`src/rtl/sha_mem_pkg.sv`:
```
// Shared constants and types for the SHA engine memory arbiter.
package sha_mem_pkg;

  localparam int NUM_REQ_DEF = 4;
  localparam int AW_DEF      = 16;
  localparam int DW_DEF      = 32;

  // ARB: per-cycle round-robin; LOCKED: grants restricted to the burst owner.
  typedef enum logic {
    ARB    = 1'b0,
    LOCKED = 1'b1
  } arb_state_t;

endpackage

```
`src/rtl/rr_priority_pick.sv`:
```
// Rotating-priority picker: first asserted req at or after ptr, wrapping.
// Purely combinational; returns one-hot winner and its index.
module rr_priority_pick #(
  parameter int NUM_REQ = 4,
  parameter int PW      = 2
) (
  input  logic [NUM_REQ-1:0] req,
  input  logic [PW-1:0]      ptr,
  output logic [NUM_REQ-1:0] winner,
  output logic [PW-1:0]      idx
);

  // Walk the ring from ptr and take the first requester found.
  always_comb begin
    int   j;
    logic found;
    winner = '0;
    idx    = '0;
    found  = 1'b0;
    j      = 0;
    for (int k = 0; k < NUM_REQ; k++) begin
      j = int'(ptr) + k;
      if (j >= NUM_REQ) j = j - NUM_REQ;
      if (!found && req[j]) begin
        found     = 1'b1;
        winner[j] = 1'b1;
        idx       = PW'(j);
      end
    end
  end

endmodule

```
`src/rtl/sha_mem_arbiter.sv`:
```
// Round-robin arbiter sharing one synchronous memory among hash engines.
// Optional burst locking is built when macro SHA_ARB_LOCK_EN is defined;
// without it the lock inputs are ignored and arbitration is per cycle.
module sha_mem_arbiter
  import sha_mem_pkg::*;
#(
  parameter int NUM_REQ = NUM_REQ_DEF,
  parameter int AW      = AW_DEF,
  parameter int DW      = DW_DEF
) (
  input  logic                       clk,
  input  logic                       reset,
  input  logic [NUM_REQ-1:0]         req,
  input  logic [NUM_REQ-1:0]         lock,
  input  logic [NUM_REQ-1:0]         we,
  input  logic [NUM_REQ-1:0][AW-1:0] addr,
  input  logic [NUM_REQ-1:0][DW-1:0] wdata,
  output logic [NUM_REQ-1:0]         gnt,
  output logic [NUM_REQ-1:0]         rvalid,
  output logic [DW-1:0]              rdata,
  output logic                       mem_clk,
  output logic                       mem_we,
  output logic [AW-1:0]              mem_addr,
  output logic [DW-1:0]              mem_write_data,
  input  logic [DW-1:0]              mem_read_data
);

  localparam int PW = $clog2(NUM_REQ);

  logic [PW-1:0]      ptr;
  logic [NUM_REQ-1:0] pick_onehot;
  logic [PW-1:0]      pick_idx;
  logic [PW-1:0]      gnt_idx;
  logic [NUM_REQ-1:0] rd_vld_p1;

`ifdef SHA_ARB_LOCK_EN
  arb_state_t    state;
  logic [PW-1:0] owner;
`else
  logic unused_lock;
  assign unused_lock = ^lock;
`endif

  assign mem_clk = clk;

  rr_priority_pick #(
    .NUM_REQ (NUM_REQ),
    .PW      (PW)
  ) u_pick (
    .req    (req),
    .ptr    (ptr),
    .winner (pick_onehot),
    .idx    (pick_idx)
  );

  // Grant selection: owner-only while locked, rotating search otherwise.
  always_comb begin
    gnt     = '0;
    gnt_idx = pick_idx;
    if (!reset) begin
`ifdef SHA_ARB_LOCK_EN
      if (state == LOCKED) begin
        gnt_idx = owner;
        if (req[owner]) gnt[owner] = 1'b1;
      end else begin
        gnt = pick_onehot;
      end
`else
      gnt = pick_onehot;
`endif
    end
  end

  // Route the granted requester onto the memory port; zeros when idle.
  always_comb begin
    mem_we         = 1'b0;
    mem_addr       = '0;
    mem_write_data = '0;
    for (int i = 0; i < NUM_REQ; i++) begin
      if (gnt[i]) begin
        mem_we         = mem_we | we[i];
        mem_addr       = mem_addr | addr[i];
        mem_write_data = mem_write_data | wdata[i];
      end
    end
  end

  // Advance the round-robin pointer past whoever was just granted.
  always_ff @(posedge clk) begin
    if (reset) begin
      ptr <= '0;
    end else if (|gnt) begin
      ptr <= (gnt_idx == PW'(NUM_REQ - 1)) ? '0 : gnt_idx + PW'(1);
    end
  end

`ifdef SHA_ARB_LOCK_EN
  // Burst lock FSM: enter on a locked grant, leave when the owner drops lock.
  always_ff @(posedge clk) begin
    if (reset) begin
      state <= ARB;
      owner <= '0;
    end else begin
      case (state)
        ARB: begin
          if ((|gnt) && lock[gnt_idx]) begin
            state <= LOCKED;
            owner <= gnt_idx;
          end
        end
        LOCKED: begin
          if (!lock[owner]) state <= ARB;
        end
        default: state <= ARB;
      endcase
    end
  end
`endif

  // Stage p0 -> p1: memory returns data one cycle after the address.
  always_ff @(posedge clk) begin
    if (reset) begin
      rd_vld_p1 <= '0;
    end else begin
      rd_vld_p1 <= gnt & ~we;
    end
  end

  assign rvalid = rd_vld_p1;
  assign rdata  = mem_read_data;

endmodule

```
`config.mk`:
```
export PLATFORM = sky130hd
export DESIGN_NAME = sha_mem_arbiter
export DESIGN_NICKNAME = d
export VERILOG_FILES = /design/src/rtl/sha_mem_pkg.sv /design/src/rtl/rr_priority_pick.sv /design/src/rtl/sha_mem_arbiter.sv
export SDC_FILE = /design/constraint.sdc
export NUM_CORES = 1
export LEC_CHECK = 0
export BUFFER_PORTS_ARGS = -buffer_cell sky130_fd_sc_hd__buf_2
export CAP_MARGIN = 20
export CORE_AREA = 2 2 126 128
export DETAILED_ROUTE_END_ITERATION = 10
export DIE_AREA = 0 0 128 130
export HOLD_SLACK_MARGIN = 0.06
export MAX_ROUTING_LAYER = met4
export PLACE_DENSITY_LB_ADDON = 0.2
export SLEW_MARGIN = 20
export SYNTH_ARGS = -nofsm -noshare
export SYNTH_HDL_FRONTEND = slang
export SYNTH_HIERARCHICAL = 1
export SYNTH_SLANG_ARGS = --single-unit
```
`constraint.sdc`:
```
create_clock -name clk -period 3.5 [get_ports clk]
set_input_delay 0.525 -clock clk [delete_from_list [all_inputs] [get_ports clk]]
set_output_delay 0.525 -clock clk [all_outputs]
set_load 0.05 [all_outputs]
```
# --- Word-level counts from Yosys, hierarchy flattened ---
# Cells that the tools add are included.
op_classes:
  n_lt_le_gt_ge: 12
  bitwise_logic: 14
  eq_ne: 1
  muxes: 49
  addsub: 8
  reduce_logical: 11
ops:
  columns: ["operator", "count"]
  rows:
  - ["$mux 32", 8]
  - ["$ge 32x1->1 const B", 4]
  - ["$lt 32x4->1 const B", 4]
  - ["$ge 32x4->1 const B", 3]
  - ["$or 32x32->32", 3]
  - ["$sub 32x4->32 const B", 3]
  - ["$mux 16", 4]
  - ["$or 16x16->16", 3]
  - ["$mux 4", 5]
  - ["$mux 1", 19]
  - ["$or 4x4->4", 3]
  - ["$mux 2", 5]
  - ["$bmux 1 s2", 4]
  - ["$demux 1 s2", 4]
  - ["$logic_and 1x1->1", 7]
  - ["$add 2x2->3 const B", 2]
  - ["$and 4x4->4", 1]
  - ["$not 4->4", 1]
  - ["$reduce_or 4->1", 1]
  - ["$sub 2x3->4 const B", 1]
  - ["$add 2x1->3 const B", 1]
  - ["$ge 2x3->1 const B", 1]
  - ["$logic_not 1->1", 3]
  - ["$or 1x1->1", 3]
  - ["other kinds (2)", 2]
totals:
  word_cells: 97
  regBits: 6
  inputBits: 238
  out_inout_bits: 90

# --- Longest topological paths before layout ---
# Gate-level depths: netlist of run 1.
logic_depth:
  word_depth: 23
  ltp_mapped: 12

# --- By module ---
# The synthesis of run 1 kept the hierarchy.
modules_own_cells:
  columns: ["module", "area_per_inst_um2", "cells_per_inst", "instances"]
  rows:
  - ["sha_mem_arbiter", 1637.8, 232, 1]
  - ["rr_priority_pick", 456.7, 49, 1]

==> flow_metrics.tcl, run 1 <==
set metrics [dict create \
    timing.fmax_mhz 295 \
    p_sw_share_pct 53.8 \
    rows 46 \
    internal_power_w 0.00227 \
    antenna_found_initial 0 \
    syn-instance-count 281 \
    synth_area_per_cell_um2 7.45 \
    r2r_start "ptr[0]" \
    worst_pin_slew_ns 0.616 \
    p_per_area_nw_per_um2 1070 \
    rsz0062_at_grt "yes" \
    clock_latency_ns 0.34 \
    layout.cells.non_filler 722 \
    drt_iter0_drc 143 \
    cp-start-kind "flop" \
    nets 779 \
    gp_congestion 0.729 \
    first_global_vias 3018 \
    switchingPower_w 0.00264 \
    grt_max_degree 35 \
    holdCritStartpoint "we[0]" \
    firstDrtPassIters 4 \
    ir_drop_v 0.000348 \
    crit_fanout 6 \
    worstPathArrival_ns 2.87 \
    dp_hpwl_mm 9.30 \
    min_period_over_period_pct 96.9 \
    cts_hold_buf 0 \
    syn-cell-area_um2 2090 \
    skew_ns 0.000636 \
    r2r_slack_ns 0.48 \
    port-buffer-count 259 \
    busiest_layer "met2" \
    grt_use_met2_pct 22.8 \
    ys_types 35 \
    coreArea_um2 15400 \
    path_clk_slew_ns 0.03 \
    synth_edf_count 0 \
    ys_ff_latch 6 \
    area_delta_synth_final_pct 120 \
    drc 0 \
    cts_tree "done" \
    async_flop_share_pct 0 \
    met1_usage_pct 15.9 \
    hp-class "in2reg" \
    drive_gt1_share_pct 74.2 \
    grt_overflow 0 \
    dp_cells 683 \
    power_w 0.00491 \
    fin_tns_setup_ns 0 \
    synth_top_flop_cell "dfxtp_1" \
    io_pins 328 \
    ant_nets 0 \
    wire_per_inst_um 18.2 \
    startpoint "ptr[0]" \
    seq_power_share_pct 2.0 \
    dieArea_um2 16600 \
    maxCapViolCount 0 \
    fp.dieH_um 130 \
    grt_pass1_wl_mm 16.5 \
    status "finished clean" \
    setup_violations 0 \
    grtUsageMet3_pct 2.01 \
    synth_nets 528 \
    hold_viol 0 \
    slew_headroom_pct 58.9 \
    combPwrFrac_pct 89.6 \
    vias 3366 \
    slew_viol_final 0 \
    final_common_cell "buf_2" \
    die_w_um 128 \
    viasPerCell 4.66 \
    yosysSeqAreaShare_pct 5.73 \
    start_util_pct 13.6 \
    power.leakage_nw 2.06 \
    mostFrequentLayoutCells "209 x buf_2, 96 x a22oi_1, 49 x a21oi_2, 42 x buf_4, 33 x buf_6" \
    period_needed_ns 3.39 \
    grt_use_total_pct 13.1 \
    diodes 0 \
    cp.required_ns 2.97 \
    crit_path_end_kind "output port" \
    wirelength_mm 13.2 \
    yosysWarnings 6 \
    clock_power_share_pct 8.3 \
    critical_path_class "reg2out" \
]
==> power groups by stage <==
| stage | registers (W) | logic [W] | clock network [W] |
|---|---|---|---|
| after floorplan | 0.000132 | 0.00254 | 0.0000616 |
| after global placement | 0.0000914 | 0.00340 | 0.0000545 |
| after detailed placement | 0.0000917 | 0.00343 | 0.0000545 |
| after CTS | 0.0000916 | 0.00376 | 0.000416 |
| after global routing | 0.000102 | 0.00468 | 0.000423 |
| final | 0.000100 | 0.00440 | 0.000408 |
==> flip-flops by register name, indices dropped and copies added (netlist names) <==
register	count
ptr	2
rvalid	4
==> through the flow <==
| stage | setup WS (ns) | hold WS (ns) | utilization, % | area (µm²) |
|---|---|---|---|---|
| final | 0.107 | 0.360 | 29.8 | 4600 |
| after global routing | -0.0281 | 0.356 | 29.8 | 4600 |
| after CTS | -0.0377 | 0.353 | 26.5 | 4080 |
| after detailed placement | 0.0835 | 0.671 | 23.9 | 3680 |
| after global placement | 0.107 | 0.659 | 23.9 | 3680 |
| after floorplan | 0.0468 | 0.597 | - | 2290 |
==> critical path, cell delays in order (launching register included) <==
cell,delay (ns)
dfxtp_4,0.37
buf_8,0.13
mux4_2,0.57
buf_6,0.17
nor3_4,0.25
a22oi_2,0.12
o21ai_4,0.16
clkbuf_16,0.21
buf_8,0.12
a22oi_2,0.08
a21oi_2,0.16
buf_6,0.18
==> cells by family (layout without fill, tap and decap cells) <==
logic type	count (synthesis)	in the layout	share of synthesized area (%)
compound gates	168	168	53.6
buf+inv	68	317	20.7
simple gates	22	22	8.12
fa+ha+maj	9	9	5.38
mux	8	8	6.45
flops	6	6	5.73
==> Yosys cell counts (2+ instances only) <==
cell type  count  area share, %
nand2b_1       2           0.60
mux4_2         3            3.2
a22oi_1      106             38
mux2i_1        3            1.4
clkbuf_1       3           0.54
buf_2         23            5.5
nor3_1         2           0.48
inv_1          2           0.36
a21oi_1       49             12
ha_1           9            5.4
dfxtp_1        6            5.7
buf_4         36             13
o21ai_1        6            1.4
buf_6          2            1.1
nor2b_1        8            2.4
nor2_1         2           0.36
==> final timing paths <==
kind | to | cells after the start
worst min-delay path | rvalid[0] | 2
worst max-delay path | mem_addr[13] | 11
worst min register to register | ptr[1] | 3
worst max register to register | ptr[0] | 11
==> per-layer routing <==
layer  wire [µm]  share of wire (%)  vias up
li1            -                  -     1586
met1        5290                 40     1578
met2        6930                 53      177
met3         734                5.6       25
met4         204                1.6        0
met5           0                  0        -
==> timing repair <==
item / 4_1_cts / 5_1_grt
setup buffers: 5 / 20
pin swaps: 2 / 8
resized for setup: 59 / 47
gates cloned: 1 / 7
setup endpoints to repair: 52 / 53
==> layout make-up <==
class	instances	area (µm²)
Fill cell	1667	10800
Inverter	3	13.8
Sequential cell	6	125
Multi-Input combinational cell	207	1840
Tap cell	192	240
Timing Repair Buffer	307	2230
Clock buffer	7	155
Note: power is estimated with default switching activity, not from simulation.
==> inputs of run 2 (changes only) <==
--- a/config.mk
+++ b/config.mk
@@ -8,6 +8,7 @@
 export BUFFER_PORTS_ARGS = -buffer_cell sky130_fd_sc_hd__buf_2
 export CAP_MARGIN = 20
 export CORE_AREA = 2 2 126 128
+export CTS_BUF_LIST = sky130_fd_sc_hd__clkbuf_4
 export DETAILED_ROUTE_END_ITERATION = 10
 export DIE_AREA = 0 0 128 130
 export HOLD_SLACK_MARGIN = 0.06
==> run 2 against run 1 <==
Effect of this change:
- register-to-register slack improved by 0.19 ns
- highest routed layer unchanged
- maximum frequency fell by 0.35%
- total power fell by 4.0%
==> flow_metrics.tcl, run 2 (synthesis gave the netlist of run 1 again) <==
set metrics [dict create \
    whs_ns 0.335 \
    crit_fanout 8 \
    startpoint "ptr[0]" \
    grt_max_degree 35 \
    dp_cells 683 \
    seq_power_share_pct 2.0 \
    hold_viol 0 \
    grt_use_total_pct 13.8 \
    drt_iter0_drc 114 \
    coreArea_um2 15400 \
    final_common_cell "buf_2" \
    firstDrtPassIters 4 \
    crit_path_end_kind "output port" \
    start_util_pct 13.6 \
    clock_latency_ns 0.36 \
    combPwrFrac_pct 94.4 \
    maxCapViolCount 0 \
    ant_nets 0 \
    clock_power_share_pct 3.6 \
    fp.dieH_um 130 \
    layout.cells.non_filler 722 \
    wirelength_mm 13.3 \
    viasPerCell 4.63 \
    area_delta_synth_final_pct 115 \
    internal_power_w 0.00208 \
    grt_overflow 0 \
    cp-endpoint "mem_write_data[6]" \
    cts_tree "done" \
    r2r_cells 11 \
    cp.required_ns 2.97 \
    gp_congestion 0.729 \
    critical_path_class "reg2out" \
    status "finished clean" \
    path_clk_slew_ns 0.05 \
    io_pins 328 \
    setup_violations 0 \
    first_global_vias 3171 \
    wire_per_inst_um 18.5 \
    slew_headroom_pct 60.8 \
    switchingPower_w 0.00263 \
    rows 46 \
    vias 3345 \
    dp_hpwl_mm 9.30 \
    nets 779 \
    skew_ns 0.00419 \
    fillers 1671 \
    grt_pass1_wl_mm 17.4 \
    largest_reg_flops 4 \
    worst_pin_slew_ns 0.588 \
    mostFrequentLayoutCells "210 x buf_2, 96 x a22oi_1, 49 x a21oi_2, 36 x buf_4, 31 x buf_6" \
    p_sw_share_pct 55.8 \
    min_period_over_period_pct 97.3 \
    cts_hold_buf 0 \
    rsz0062_at_grt "yes" \
    period_needed_ns 3.41 \
    p_per_area_nw_per_um2 1050 \
    drc 0 \
    diodes 0 \
    r2r_start "ptr[0]" \
    reg2reg_to "ptr[0]" \
    power.leakage_nw 2.01 \
    cp-start-kind "flop" \
    r2r_slack_ns 0.67 \
    slew_viol_final 0 \
    worstPathArrival_ns 2.88 \
    die_w_um 128 \
    drive_gt1_share_pct 74.0 \
    port-buffer-count 259 \
    dieArea_um2 16600 \
    hp-class "in2reg" \
    antenna_found_initial 0 \
    ir_drop_v 0.000315 \
    timing.fmax_mhz 294 \
]
-- run 2: changes by cell type in the layout (fill, tap and decap cells not counted), sizes merged --
cell	before	now
clkbuf	12	17
buf	302	297
-- run 2: cell type report --
type                       instances  area (µm²)  area share (%)
clock buffer                       7        50.0            1.11
tap                              192         240            5.33
inverter                           3        11.3           0.250
timing repair buffer             307        2240            49.8
multi-input combinational        207        1840            40.8
sequential                         6         123            2.72
-- run 2: worst min path at each step --
stage	from	end	slack, ns	cells past startpoint
after floorplan	we[0]	rvalid[0]	0.60	1
after global placement	ptr[1]	ptr[1]	0.66	3
after detailed placement	ptr[1]	ptr[1]	0.67	3
after CTS	we[0]	rvalid[0]	0.32	2
after global routing	we[0]	rvalid[0]	0.33	2
final	we[3]	rvalid[3]	0.34	2
-- run 2: per-stage QoR --
step	TNS [ns]	worst slack, ns	utilization [%]	instance area, µm²	total power (W)
5_1_grt	-0.0462	-0.0124	29.2	4500	0.00500
4_1_cts	0	0.0120	27.5	4240	0.00437
3_5_place_dp	0	0.0835	23.9	3680	0.00357
6_report	0	0.0950	29.2	4500	0.00471
2_1_floorplan	0	0.0468	-	2290	0.00273
3_3_place_gp	0	0.107	23.9	3680	0.00354
-- run 2: power by group through the flow --
| stage | registers [W] | logic (W) | clock network, W |
|---|---|---|---|
| after detailed placement | 0.0000917 | 0.00343 | 0.0000545 |
| final | 0.0000949 | 0.00445 | 0.000169 |
| after global placement | 0.0000914 | 0.00340 | 0.0000545 |
| after CTS | 0.0000921 | 0.00410 | 0.000176 |
| after global routing | 0.0000968 | 0.00472 | 0.000179 |
| after floorplan | 0.000132 | 0.00254 | 0.0000616 |
-- run 2: per-layer routing --
metal / vias up / global-route usage (%) / share of wire, %
met5: - / - / 0
met4: 0 / 3.23 / 1.7
met3: 24 / 1.89 / 6.0
met2: 171 / 24.6 / 53
met1: 1558 / 16.6 / 39
li1: 1592 / - / -
-- run 2: critical path, cell delays in order (launching register included) --
cell	delay [ns]
dfxtp_2	0.34
buf_6	0.14
mux4_2	0.63
buf_4	0.20
a22oi_2	0.23
o21ai_4	0.09
buf_12	0.14
buf_6	0.13
a22oi_1	0.30
a21oi_2	0.13
buf_12	0.18
-- run 2: what timing repair did --
item | in CTS | in global routing
buffers inserted | 18 | 8
resized for setup | 68 | 30
pin swaps | 3 | 17
gates cloned | 4 | 4
hold endpoints to repair | 0 | 0
endpoints found under the setup margin | 53 | 51
